==> config.mk <==
export PLATFORM = sky130hd
export DESIGN_NAME = irq_ctrl_4ch
export DESIGN_NICKNAME = d
export VERILOG_FILES = /design/src/rtl/irq_pkg.sv /design/src/rtl/irq_prio_enc4.sv /design/src/rtl/irq_ctrl_4ch.sv
export SDC_FILE = /design/constraint.sdc
export NUM_CORES = 1
export LEC_CHECK = 0
export BUFFER_PORTS_ARGS = -buffer_cell sky130_fd_sc_hd__buf_2
export CAP_MARGIN = 30
export CORE_MARGIN = 2
export CORE_UTILIZATION = 43
export DETAILED_ROUTE_END_ITERATION = 6
export PLACE_DENSITY = 0.75
export SLEW_MARGIN = 5
export SYNTH_ARGS = -nofsm -noshare
export SYNTH_HDL_FRONTEND = slang
export SYNTH_SLANG_ARGS = --single-unit
export TNS_END_PERCENT = 100
==> constraint.sdc <==
create_clock -name clk -period 2.3 [get_ports clk]
set_input_delay 0.115 -clock clk [delete_from_list [all_inputs] [get_ports clk]]
set_output_delay 0.115 -clock clk [all_outputs]
set_load 0.05 [all_outputs]
==> src/rtl/irq_pkg.sv <==
// Shared types and constants for the four-channel interrupt controller.
package irq_pkg;

  localparam int unsigned IRQ_NCH = 4;
  localparam int unsigned IRQ_IDW = 2;

  typedef enum logic [1:0] {
    StIdle,
    StReq,
    StHold
  } irq_state_e;

endpackage

==> src/rtl/irq_prio_enc4.sv <==
// Combinational 4-to-2 priority encoder; bit 3 has highest priority.
module irq_prio_enc4
  import irq_pkg::*;
(
  input  logic [IRQ_NCH-1:0] req_i,
  output logic [IRQ_IDW-1:0] idx_o,
  output logic               valid_o
);

  always_comb begin
    idx_o   = 2'd0;
    valid_o = 1'b1;
    if (req_i[3]) begin
      idx_o = 2'd3;
    end else if (req_i[2]) begin
      idx_o = 2'd2;
    end else if (req_i[1]) begin
      idx_o = 2'd1;
    end else if (req_i[0]) begin
      idx_o = 2'd0;
    end else begin
      valid_o = 1'b0;
    end
  end

endmodule

==> src/rtl/irq_ctrl_4ch.sv <==
// Four-channel edge-capturing interrupt controller with req/ack issue and post-ack holdoff.
// Define IRQ_CTRL_SYNC_EN to pass irq_in through a 2-flop synchronizer first.
module irq_ctrl_4ch
  import irq_pkg::*;
#(
  parameter int unsigned HOLDOFF_CYC = 1
) (
  input  logic         clk,
  input  logic         rst,
  input  logic [3:0]   irq_in,
  input  logic [3:0]   mask,
  input  logic         ack,
  input  logic         clr_lost,
  output logic         irq_req,
  output logic [1:0]   irq_id,
  output logic [3:0]   pending,
  output logic [3:0]   irq_lost
);

  localparam logic [3:0] HoldLoad = 4'(HOLDOFF_CYC - 1);

  logic [3:0] irq_s;
  logic [3:0] irq_prev_q;
  logic [3:0] rise;
  logic [3:0] ack_clr;
  logic [3:0] pending_q, pending_d;
  logic [3:0] lost_q, lost_d;
  logic       req_q, req_d;
  logic [1:0] id_q, id_d;
  logic [3:0] cnt_q, cnt_d;
  irq_state_e state_q, state_d;
  logic [1:0] enc_idx;
  logic       enc_vld;

`ifdef IRQ_CTRL_SYNC_EN
  logic [3:0] sync1_q, sync2_q;

  always_ff @(posedge clk) begin
    if (rst) begin
      sync1_q <= '0;
      sync2_q <= '0;
    end else begin
      sync1_q <= irq_in;
      sync2_q <= sync1_q;
    end
  end

  assign irq_s = sync2_q;
`else
  assign irq_s = irq_in;
`endif

  irq_prio_enc4 u_enc (
    .req_i   (pending_q & ~mask),
    .idx_o   (enc_idx),
    .valid_o (enc_vld)
  );

  always_comb begin
    rise    = irq_s & ~irq_prev_q;
    state_d = state_q;
    req_d   = req_q;
    id_d    = id_q;
    cnt_d   = cnt_q;
    ack_clr = '0;

    unique case (state_q)
      StIdle: begin
        if (enc_vld) begin
          id_d    = enc_idx;
          req_d   = 1'b1;
          state_d = StReq;
        end
      end
      StReq: begin
        // Mask is not consulted here: the presented id stays frozen until ack.
        if (ack) begin
          ack_clr = 4'b0001 << id_q;
          req_d   = 1'b0;
          if (HOLDOFF_CYC == 0) begin
            state_d = StIdle;
          end else begin
            state_d = StHold;
            cnt_d   = HoldLoad;
          end
        end
      end
      StHold: begin
        if (cnt_q == 4'd0) begin
          state_d = StIdle;
        end else begin
          cnt_d = cnt_q - 4'd1;
        end
      end
      default: state_d = StIdle;
    endcase

    // A new edge beats a same-cycle ack clear and is then not counted as lost.
    pending_d = (pending_q & ~ack_clr) | rise;
    lost_d    = (clr_lost ? 4'b0000 : lost_q) | (rise & pending_q & ~ack_clr);
  end

  always_ff @(posedge clk) begin
    if (rst) begin
      irq_prev_q <= '0;
      pending_q  <= '0;
      lost_q     <= '0;
      req_q      <= 1'b0;
      id_q       <= '0;
      cnt_q      <= '0;
      state_q    <= StIdle;
    end else begin
      irq_prev_q <= irq_s;
      pending_q  <= pending_d;
      lost_q     <= lost_d;
      req_q      <= req_d;
      id_q       <= id_d;
      cnt_q      <= cnt_d;
      state_q    <= state_d;
    end
  end

  assign irq_req  = req_q;
  assign irq_id   = id_q;
  assign pending  = pending_q;
  assign irq_lost = lost_q;

endmodule

==> flow_metrics.py, run 1 <==
metrics = {
    "timing": {
        "worst_hold_slack_ns": 0.0356,
        "tns_ns": 0,
        "share_of_the_cycle_needed_by_the_critical_path_after_routing_pct": 68.0,
        "finalSetupViolCount": 0,
        "rsz0062_at_grt": "false",
        "timing_max_transition_violations_final": 0,
        "slew-limit-headroom_pct": 68.6,
        "achievable-frequency_mhz": 639,
        "timing.final.crit_period_ns": 1.56,
        "hold_violations": 0,
        "worst_slew_pin_slew_ns": 0.464,
        "clock_skew_ns": 0.00625,
    },
    "floorplan": {
        "dieWidth_um": 49.3,
        "die_height_um": 49.3,
        "floorplan.die_area_um2": 2430,
        "starting_density_of_the_core_pct": 45.5,
        "fp.coreArea_um2": 1940,
        "ios": 23,
        "rows": 16,
    },
    "hold_path": {
        "class_of_the_worst_hold_path": "input pin to flip-flop",
        "hold-path-cell-count": 2,
    },
    "synth": {
        "synth_seq_cells": 21,
        "post_synth_num_cell_types": 25,
        "synth_top_cell_by_area": "sky130_fd_sc_hd__dfxtp_1",
        "post_synth_most_frequent_cells": "sky130_fd_sc_hd__dfxtp_1, sky130_fd_sc_hd__a21oi_1, sky130_fd_sc_hd__nor2b_1",
        "synth_top_cells_by_area": "sky130_fd_sc_hd__dfxtp_1, sky130_fd_sc_hd__nor2b_1, sky130_fd_sc_hd__o31ai_1, sky130_fd_sc_hd__a21oi_1, sky130_fd_sc_hd__nand2b_1",
        "yosysWarningCount": 0,
        "synth_enable_flop_cells": 0,
        "ys_async_sr_fraction_pct": 0,
        "synth_largest_type_area_fraction_pct": 47.6,
        "post-synth-top-count-cell": "sky130_fd_sc_hd__dfxtp_1",
        "yosysSeqAreaShare_pct": 47.6,
        "post_synth.cell_area_avg_um2": 9.30,
        "syn_nets": 108,
        "synth.cell_area_um2": 883,
        "post_synth_inst_count": 95,
        "ys_dominant_reg_cell": "sky130_fd_sc_hd__dfxtp_1",
    },
    "grt": {
        "grt_first_pass_wirelength_um": 3180,
        "grt_max_degree": 25,
        "grt_util_all_layers_pct": 16.7,
        "antenna_found_initial": 0,
        "grt_pass1_vias": 763,
        "gr-total-overflow": 0,
    },
    "worst_setup_path": {
        "worst_r2r_path_depth": 5,
        "end_kind": "flip-flop",
        "cp_cell_sequence": "inv_1 -> ha_1 -> or3b_1 -> and4_4 -> nor4_2",
        "critical_path_class": "flip-flop to flip-flop",
        "crit_path_start_kind": "flip-flop",
        "regToRegSetupSlack_ns": 0.74,
        "crit_path_top_delay_cell": "sky130_fd_sc_hd__or3b_1",
        "critPathMaxFanout": 6,
        "worst-endpoint-required_ns": 2.52,
        "critical_path_arrival_ns": 1.78,
        "reg2reg_end": "cnt_q[0]",
        "worstSetupStartpoint": "cnt_q[0]",
        "critPathCapture": "cnt_q[0]",
        "crit_path_max_cell_delay_ns": 0.44,
        "regToRegStartpoint": "cnt_q[0]",
    },
    "clocking": {
        "cts.htree.levels": 1,
        "cts_made_buffers": 3,
        "tritoncts": "yes",
        "clock_tree.root_cell": "sky130_fd_sc_hd__clkbuf_4",
        "ctsLongestPathBuffers": 2,
        "cts_post_setup_buffers_inserted": 0,
        "clk_latency_ns": 0.30,
        "ctsResizeCount": 0,
        "number_of_clock_sinks_seen_by_cts": 21,
        "quantity_of_hold_fixing_buffers_added_after_cts": 0,
        "worst_setup_hold_path_clk_slew_ns": 0.11,
    },
    "status": {
        "status": "finished clean",
    },
    "run": {
        "maxCapViolCount": 0,
    },
    "finish": {
        "antennaDiodeCount": 0,
        "area_delta_synth_final_pct": 17.7,
        "num-nets-final": 131,
        "fillerInstances": 187,
        "regArea_um2": 420,
        "final_layout_size_suffix_gt1_share_pct": 29.1,
        "fin_area_um2": 1040,
        "multi_input_area_um2": 430,
    },
    "placement": {
        "port_buffers": 22,
        "dpl.hpwl_um": 1330,
        "placer_s_final_routability_congestion_estimate": 0.799,
        "dpl-instance-area_um2": 1010,
    },
    "power_and_ir_drop": {
        "powerDensity_nw_per_um2": 700,
        "ir_drop_mv": 0.567,
        "p_leak_nw": 0.420,
        "post-layout-total-power_mw": 0.728,
    },
    "routing": {
        "via_count": 753,
        "via_density_per_instance": 5.23,
        "wl_per_cell_um": 12.3,
        "initialDrtViolationCount": 13,
        "drcViolationCount": 0,
        "drt_first_pass_iters": 4,
        "antenna_left": 0,
        "routed_wirelength_um": 1770,
    },
}
critical path: cells and delay by family, from the launching register on:
family	cells	cell delay (ns)
AND/OR/NAND/NOR	3	0.90
buffers and inverters	1	0.07
adder cells (fa/ha/maj)	1	0.15
flip-flops	1	0.36
power by group:
part / leakage (nW) / switching [mW] / internal (mW)
registers: 0.173 / 0.0182 / 0.386
clock network: 0.0139 / 0.114 / 0.0663
logic: 0.233 / 0.101 / 0.0427
total: 0.420 / 0.233 / 0.495
routing by layer:
layer | track usage (%) | part of all wire [%]
met3 | 6.13 | 6.6
met1 | 19.8 | 45
met5 | 0 | 0
met4 | 5.71 | 0.85
met2 | 27.7 | 48
cells in the final DEF, fill, tap and decap left out, types with 3 or more instances in the layout:
cell type                  synthesis  routed
sky130_fd_sc_hd__nor2_1            6       6
sky130_fd_sc_hd__a21oi_1          10      10
sky130_fd_sc_hd__inv_1             4       4
sky130_fd_sc_hd__nor2b_1           9       9
sky130_fd_sc_hd__clkbuf_4          0       3
sky130_fd_sc_hd__or3b_2            4       4
sky130_fd_sc_hd__buf_2             2      22
sky130_fd_sc_hd__nand2b_1          6       6
sky130_fd_sc_hd__nand2_1           4       4
sky130_fd_sc_hd__o31ai_1           7       7
sky130_fd_sc_hd__dfxtp_1          21      21
sky130_fd_sc_hd__nand3_1           4       4
cell type report:
type,instances,share of cell area [%]
clock buffer,3,2.17
clock inverter,1,0.722
inverter,4,1.44
multi-input combinational,66,41.4
sequential,21,40.4
tap,27,3.25
timing repair buffer,22,10.6
how the worst min path moves through the flow:
stage / slack, ns / start / endpoint
detailed placement: 0.35 / irq_in[2] / irq_prev_q[2]
finish: 0.04 / irq_in[2] / irq_prev_q[2]
floorplan: 0.24 / irq_in[0] / irq_prev_q[0]
CTS: 0.03 / irq_in[1] / irq_prev_q[1]
global placement: 0.34 / irq_in[2] / irq_prev_q[2]
global route: 0.04 / irq_in[1] / irq_prev_q[1]
stage by stage:
stage	setup WS [ns]	std cells	utilization (%)
after floorplan	0.838	95	-
after global placement	0.831	140	52.0
after detailed placement	0.767	140	52.0
after CTS	0.721	144	53.5
after global routing	0.587	144	53.5
final	0.736	144	53.5
kinds of logic (layout without fill, tap and decap cells):
kind of cell,after synthesis,count (layout),share of synthesized area [%]
XOR/XNOR,2,2,1.98
buffers and inverters,8,30,3.68
AND/OR/NAND/NOR,39,39,26.9
flip-flops,21,21,47.6
AO/OA/AOI/OAI,24,24,18.4
adder cells (fa/ha/maj),1,1,1.42
registers in the layout, summed over array words and instances, names as in the netlist:
register / flops
cnt_q: 4
irq_req: 1
state_q: 2
irq_id: 2
irq_prev_q: 4
pending: 4
irq_lost: 4
No activity file was read; power rests on OpenSTA's default activity.
==> run 2, diff against run 1 <==
- ABC_AREA: unset -> 1
- PLACE_DENSITY: 0.75 -> 0.78
- clock period: 2.3 -> 1.39 ns (I/O delays scaled with it)
==> run 2 against run 1 <==
Against the previous run:
- clock skew rose by 0.0029 ns
- non-clock buffer count increased by 5
- synthesized area decreased by 0.85%
- clock power increased by 63%
- hold slack improved by 0.024 ns
- count of clock-buffer cells in the layout rose by 1
- die area fell by 0.79%
- cell count up 25%
- power is 78% higher
- critical endpoint unchanged
==> flow_metrics.py, run 2 <==
metrics = {
    "status": {
        "status": "finished clean",
    },
    "placement": {
        "dpl.hpwl_um": 1470,
        "place.detailed.instances": 172,
        "port_buffers": 22,
        "placer_s_final_routability_congestion_estimate": 0.802,
        "dpl-instance-area_um2": 1020,
    },
    "floorplan": {
        "rows": 16,
        "die_height_um": 49.1,
        "fp.coreArea_um2": 1940,
        "floorplan.die_area_um2": 2410,
        "dieWidth_um": 49.1,
        "ios": 23,
        "starting_density_of_the_core_pct": 45.1,
    },
    "routing": {
        "via_density_per_instance": 4.83,
        "routed_wirelength_um": 1910,
        "drcViolationCount": 0,
        "antenna_left": 0,
        "via_count": 870,
        "wl_per_cell_um": 10.6,
        "drt_first_pass_iters": 5,
        "initialDrtViolationCount": 19,
    },
    "finish": {
        "top_library_cells_by_usage_in_the_layout_fill_and_taps_aside": "sky130_fd_sc_hd__nor2_1, sky130_fd_sc_hd__buf_2, sky130_fd_sc_hd__dfxtp_1, sky130_fd_sc_hd__nand2_1, sky130_fd_sc_hd__inv_1",
        "fin_area_um2": 1090,
        "area_delta_synth_final_pct": 24.6,
        "layoutNonFillerInstCount": 180,
        "antennaDiodeCount": 0,
        "regArea_um2": 422,
        "final_layout_size_suffix_gt1_share_pct": 23.5,
        "leading_cell_type_in_the_layout_fill_and_taps_excluded": "sky130_fd_sc_hd__nor2_1",
        "finish.utilization_pct": 56.2,
        "fillerInstances": 197,
        "multi_input_area_um2": 373,
        "num-nets-final": 167,
    },
    "synth": {
        "ys_dominant_reg_cell": "sky130_fd_sc_hd__dfxtp_1",
        "synth_seq_cells": 21,
        "syn_nets": 136,
        "post_synth_most_frequent_cells": "sky130_fd_sc_hd__nor2_1, sky130_fd_sc_hd__dfxtp_1, sky130_fd_sc_hd__nand2_1",
        "post_synth_inst_count": 123,
        "post_synth.cell_area_avg_um2": 7.12,
        "yosysWarningCount": 0,
        "synth.cell_area_um2": 876,
        "ys_async_sr_fraction_pct": 0,
        "post-synth-top-count-cell": "sky130_fd_sc_hd__nor2_1",
        "synth_top_cells_by_area": "sky130_fd_sc_hd__dfxtp_1, sky130_fd_sc_hd__nor2_1, sky130_fd_sc_hd__nand2_1, sky130_fd_sc_hd__inv_1, sky130_fd_sc_hd__a21oi_1",
        "synth_largest_type_area_fraction_pct": 48.0,
        "yosysSeqAreaShare_pct": 48.0,
        "post_synth_num_cell_types": 19,
        "synth_enable_flop_cells": 0,
        "synth_top_cell_by_area": "sky130_fd_sc_hd__dfxtp_1",
    },
    "power_and_ir_drop": {
        "post-layout-total-power_mw": 1.29,
        "ir_drop_mv": 0.655,
        "p_leak_nw": 0.550,
        "powerDensity_nw_per_um2": 1190,
    },
    "worst_setup_path": {
        "worst_r2r_path_depth": 8,
        "cp_cell_sequence": "inv_1 -> ha_1 -> nand2_1 -> nand2_1 -> nand2_4 -> inv_2 -> a21oi_2 -> nor2_1",
        "critical_path_class": "flip-flop to flip-flop",
        "crit_path_max_cell_delay_ns": 0.36,
        "crit_path_start_kind": "flip-flop",
        "critical_path_arrival_ns": 1.45,
        "end_kind": "flip-flop",
        "worst-endpoint-required_ns": 1.60,
        "critPathMaxFanout": 7,
        "crit_path_top_delay_cell": "sky130_fd_sc_hd__dfxtp_2",
        "reg2reg_end": "cnt_q[0]",
        "regToRegStartpoint": "cnt_q[0]",
        "regToRegSetupSlack_ns": 0.14,
        "crit_top_cell": "sky130_fd_sc_hd__nand2_1",
    },
    "grt": {
        "grt_max_degree": 15,
        "grt_util_all_layers_pct": 16.8,
        "antenna_found_initial": 0,
        "grt_first_pass_wirelength_um": 3230,
        "grt_pass1_vias": 806,
        "gr-total-overflow": 0,
    },
    "timing": {
        "achievable-frequency_mhz": 802,
        "share_of_the_cycle_needed_by_the_critical_path_after_routing_pct": 89.8,
        "timing_max_transition_violations_final": 0,
        "rsz0062_at_grt": "false",
        "slew-limit-headroom_pct": 83.1,
        "worst_slew_pin_slew_ns": 0.255,
        "timing.final.crit_period_ns": 1.25,
        "clock_skew_ns": 0.00911,
        "tns_ns": 0,
        "hold_violations": 0,
        "finalSetupViolCount": 0,
    },
    "hold_path": {
        "hold_path.startpoint": "clr_lost",
        "worstHoldEndpoint": "irq_lost[1]",
        "class_of_the_worst_hold_path": "input pin to flip-flop",
        "hold-path-cell-count": 4,
    },
    "run": {
        "maxCapViolCount": 0,
    },
    "clocking": {
        "clock_tree.root_cell": "sky130_fd_sc_hd__clkbuf_4",
        "number_of_clock_sinks_seen_by_cts": 21,
        "worst_setup_hold_path_clk_slew_ns": 0.12,
        "cts_post_setup_buffers_inserted": 0,
        "ctsLongestPathBuffers": 2,
        "cts.htree.levels": 1,
        "clk_latency_ns": 0.30,
        "tritoncts": "yes",
        "cts_made_buffers": 3,
    },
}
==> run 2: changes by cell type after synthesis, moves of 4 or more <==
cell | previous run | this run
sky130_fd_sc_hd__nor2_1 | 6 | 27
sky130_fd_sc_hd__nand3_1 | 4 | 10
sky130_fd_sc_hd__or3b_2 | 4 | 0
sky130_fd_sc_hd__nor2b_1 | 9 | 0
sky130_fd_sc_hd__o31ai_1 | 7 | 0
sky130_fd_sc_hd__inv_2 | 0 | 4
sky130_fd_sc_hd__nand2_1 | 4 | 19
sky130_fd_sc_hd__inv_1 | 4 | 17
sky130_fd_sc_hd__nand2b_1 | 6 | 0
==> run 2: stage by stage <==
step	hold WS [ns]	setup WS, ns
after global routing	0.0805	0.0407
after global placement	0.283	0.248
final	0.0599	0.142
after floorplan	0.139	0.0877
after CTS	0.0601	0.116
after detailed placement	0.292	0.128
==> run 2: worst max-delay path by stage <==
stage,startpoint,slack [ns],cells after the start,to
floorplan,pending[2],0.09,7,irq_id[0]
global placement,cnt_q[0],0.25,8,cnt_q[0]
detailed placement,cnt_q[0],0.13,8,cnt_q[0]
CTS,cnt_q[0],0.12,8,cnt_q[0]
global route,cnt_q[0],0.04,8,cnt_q[0]
finish,cnt_q[0],0.14,8,cnt_q[0]
==> run 2: kinds of logic (layout without fill, tap and decap cells) <==
kind of cell    count (synthesis)  after routing  synth area share (%)
flops                          21             21                  48.0
compound gates                 17             17                  10.6
fa+ha+maj                       1              1                  1.43
buf+inv                        22             52                  9.43
simple gates                   62             62                  30.6
==> run 2: layer usage <==
layer	vias to the layer above	part of all wire, %	track usage [%]
li1	441	-	-
met1	407	41	19.4
met2	20	55	32.2
met3	2	3.1	1.84
met4	0	0.31	4.29
met5	-	0	0
==> run 2: what timing repair did <==
item | in CTS | in global routing
endpoints found under the setup margin | 0 | 1
hold endpoints to repair | 4 | 0
hold buffers | 4 | 0
gates resized for setup | 0 | 1
==> run 2: layout make-up <==
class                           count  share of cell area, %
Timing Repair Buffer               27                   14.4
Multi-Input combinational cell     80                   34.2
Clock buffer                        4                   2.41
Inverter                           21                   7.22
Sequential cell                    21                   38.6
Tap cell                           27                   3.10
==> run 2: report_power, final <==
part / internal [mW] / switching, mW
clock network: 0.112 / 0.181
registers: 0.650 / 0.0376
logic: 0.0992 / 0.215
==> run 2: worst max-delay path: cells and delay by family, from the launching register on <==
family | cells | cell delay [ns]
fa+ha+maj | 1 | 0.23
simple gates | 4 | 0.33
buf+inv | 2 | 0.13
compound gates | 1 | 0.10
flops | 1 | 0.36
==> run 3, diff against run 2 <==
- GPL_TIMING_DRIVEN: unset -> 0
==> run 3 against run 2 <==
Against the previous run:
- hold slack got worse by 0.0022 ns
- flip-flop and latch count unchanged
- utilization is 0.26 points higher
- power down 0.13%
- clock skew fell by 0.0076 ns
- first-iteration DRC count down 68%
- largest power group unchanged
- largest cell class unchanged
- routed wire length shrank 6.0%
- die area unchanged
- sequential share of layout area down 0.29 points
==> flow_metrics.py, run 3 (synthesis gave the netlist of run 2 again) <==
metrics = {
    "status": {
        "status": "finished clean",
    },
    "grt": {
        "grt_first_pass_wirelength_um": 2890,
        "antenna_found_initial": 0,
        "grt_util_all_layers_pct": 15.2,
        "gr-total-overflow": 0,
        "grt_max_degree": 12,
        "grt_pass1_vias": 726,
    },
    "timing": {
        "timing.final.crit_period_ns": 1.26,
        "achievable-frequency_mhz": 796,
        "hold_violations": 0,
        "final_worst_setup_slack_ns": 0.134,
        "clock_skew_ns": 0.00153,
        "rsz0062_at_grt": "false",
        "worst_slew_pin_slew_ns": 0.453,
        "timing_max_transition_violations_final": 0,
        "tns_ns": 0,
        "slew-limit-headroom_pct": 69.8,
        "finalSetupViolCount": 0,
        "share_of_the_cycle_needed_by_the_critical_path_after_routing_pct": 90.4,
    },
    "power_and_ir_drop": {
        "power_frac_comb_pct": 24.0,
        "psw_mw": 0.432,
        "switching_share_pct": 33.4,
        "p_leak_nw": 0.550,
        "powerDensity_nw_per_um2": 1180,
        "share_clk_of_total_power_pct": 22.8,
        "internal_power_mw": 0.861,
        "sequential_fraction_of_design_power_pct": 53.2,
        "ir_drop_mv": 0.605,
    },
    "hold_path": {
        "class_of_the_worst_hold_path": "input pin to flip-flop",
        "hold_path.startpoint": "clr_lost",
        "hold-path-cell-count": 4,
        "worstHoldEndpoint": "irq_lost[3]",
    },
    "finish": {
        "num-nets-final": 168,
        "final_layout_size_suffix_gt1_share_pct": 22.1,
        "finish.utilization_pct": 56.4,
        "area_delta_synth_final_pct": 25.1,
        "leading_cell_type_in_the_layout_fill_and_taps_excluded": "sky130_fd_sc_hd__nor2_1",
        "antennaDiodeCount": 0,
        "top_library_cells_by_usage_in_the_layout_fill_and_taps_aside": "sky130_fd_sc_hd__nor2_1, sky130_fd_sc_hd__buf_2, sky130_fd_sc_hd__dfxtp_1, sky130_fd_sc_hd__nand2_1, sky130_fd_sc_hd__inv_1",
    },
    "routing": {
        "antenna_left": 0,
        "via_density_per_instance": 4.62,
        "drcViolationCount": 0,
        "routed_wirelength_um": 1800,
        "initialDrtViolationCount": 6,
        "drt_first_pass_iters": 5,
        "wl_per_cell_um": 9.94,
        "via_count": 836,
    },
    "clocking": {
        "number_of_clock_sinks_seen_by_cts": 21,
        "cts.htree.levels": 1,
        "clk_latency_ns": 0.30,
        "cts_post_setup_buffers_inserted": 0,
        "clock_tree.root_cell": "sky130_fd_sc_hd__clkbuf_4",
        "worst_setup_hold_path_clk_slew_ns": 0.12,
        "quantity_of_hold_fixing_buffers_added_after_cts": 5,
        "ctsLongestPathBuffers": 2,
        "cts_made_buffers": 3,
        "tritoncts": "yes",
        "ctsResizeCount": 0,
    },
    "floorplan": {
        "dieWidth_um": 49.1,
        "ios": 23,
        "fp.coreArea_um2": 1940,
        "rows": 16,
        "die_height_um": 49.1,
        "floorplan.die_area_um2": 2410,
        "starting_density_of_the_core_pct": 45.1,
    },
    "worst_setup_path": {
        "worst-endpoint-required_ns": 1.60,
        "crit_path_top_delay_cell": "sky130_fd_sc_hd__dfxtp_1",
        "end_kind": "flip-flop",
        "worst_r2r_path_depth": 8,
        "regToRegSetupSlack_ns": 0.13,
        "critical_path_arrival_ns": 1.47,
        "critPathMaxFanout": 7,
        "crit_path_start_kind": "flip-flop",
        "crit_path_max_cell_delay_ns": 0.37,
        "regToRegStartpoint": "cnt_q[0]",
        "critical_path_class": "flip-flop to flip-flop",
        "reg2reg_end": "cnt_q[1]",
        "cp_cell_sequence": "inv_1 -> ha_1 -> nand2_1 -> nand2_1 -> nand2_4 -> inv_2 -> nor2_1 -> nor2_1",
    },
    "placement": {
        "port_buffers": 22,
        "detailedPlace.worstSlack_ns": 0.150,
        "dpl.hpwl_um": 1390,
        "placer_s_final_routability_congestion_estimate": 0.829,
    },
    "run": {
        "maxCapViolCount": 0,
    },
}
==> run 3: changes by cell type in the layout (fill, tap and decap cells not counted) <==
cell,change
sky130_fd_sc_hd__dfxtp_1,+1
sky130_fd_sc_hd__dlygate4sd3_1,+1
sky130_fd_sc_hd__buf_4,-1
sky130_fd_sc_hd__clkbuf_1,+1
sky130_fd_sc_hd__dfxtp_2,-1
==> run 3: power groups by stage <==
stage          Clock [mW]  Sequential (mW)  Combinational, mW
2_1_floorplan           0            0.782              0.144
3_3_place_gp            0            0.699              0.292
3_5_place_dp            0            0.702              0.302
4_1_cts             0.308            0.689              0.313
5_1_grt             0.326            0.695              0.344
6_report            0.294            0.688              0.310
==> run 3: final cells by class <==
type,count,area [um2]
inverters,21,78.8
clock buffers,4,26.3
fillers,214,846
repair buffers,27,160
flip-flops and latches,21,420
multi-input cells,80,373
well taps,27,33.8
plain buffers,1,3.75
==> run 3: worst max-delay path by stage <==
| stage | start | endpoint | slack (ns) | depth (start not counted) |
|---|---|---|---|---|
| 3_3_place_gp | cnt_q[0] | cnt_q[0] | 0.20 | 8 |
| 2_1_floorplan | pending[2] | irq_id[0] | 0.09 | 7 |
| 6_report | cnt_q[0] | cnt_q[1] | 0.13 | 8 |
| 3_5_place_dp | cnt_q[0] | cnt_q[1] | 0.15 | 8 |
| 4_1_cts | cnt_q[0] | cnt_q[1] | 0.13 | 8 |
| 5_1_grt | cnt_q[0] | cnt_q[1] | 0.04 | 8 |
==> run 3: per-stage QoR <==
stage	hold WS [ns]	area [um2]	power, mW	instances
detailed placement	0.292	1020	1.00	172
global route	0.0508	1100	1.37	181
finish	0.0577	1100	1.29	181
CTS	0.0524	1100	1.31	181
floorplan	0.139	876	0.926	123
global placement	0.283	1020	0.992	172
==> run 3: critical path, delay by kind of cell, from the launching register on <==
family | cells | cell delay [ns]
simple gates | 5 | 0.42
flops | 1 | 0.37
fa+ha+maj | 1 | 0.23
buf+inv | 2 | 0.14
==> run 3: layer usage <==
layer	share of wire [%]	track usage (%)	up-vias	wire, um
li1	-	-	443	-
met1	42	17.2	377	752
met2	54	28.6	16	977
met3	3.8	2.76	0	69
met4	0	4.29	0	0
met5	0	0	-	0
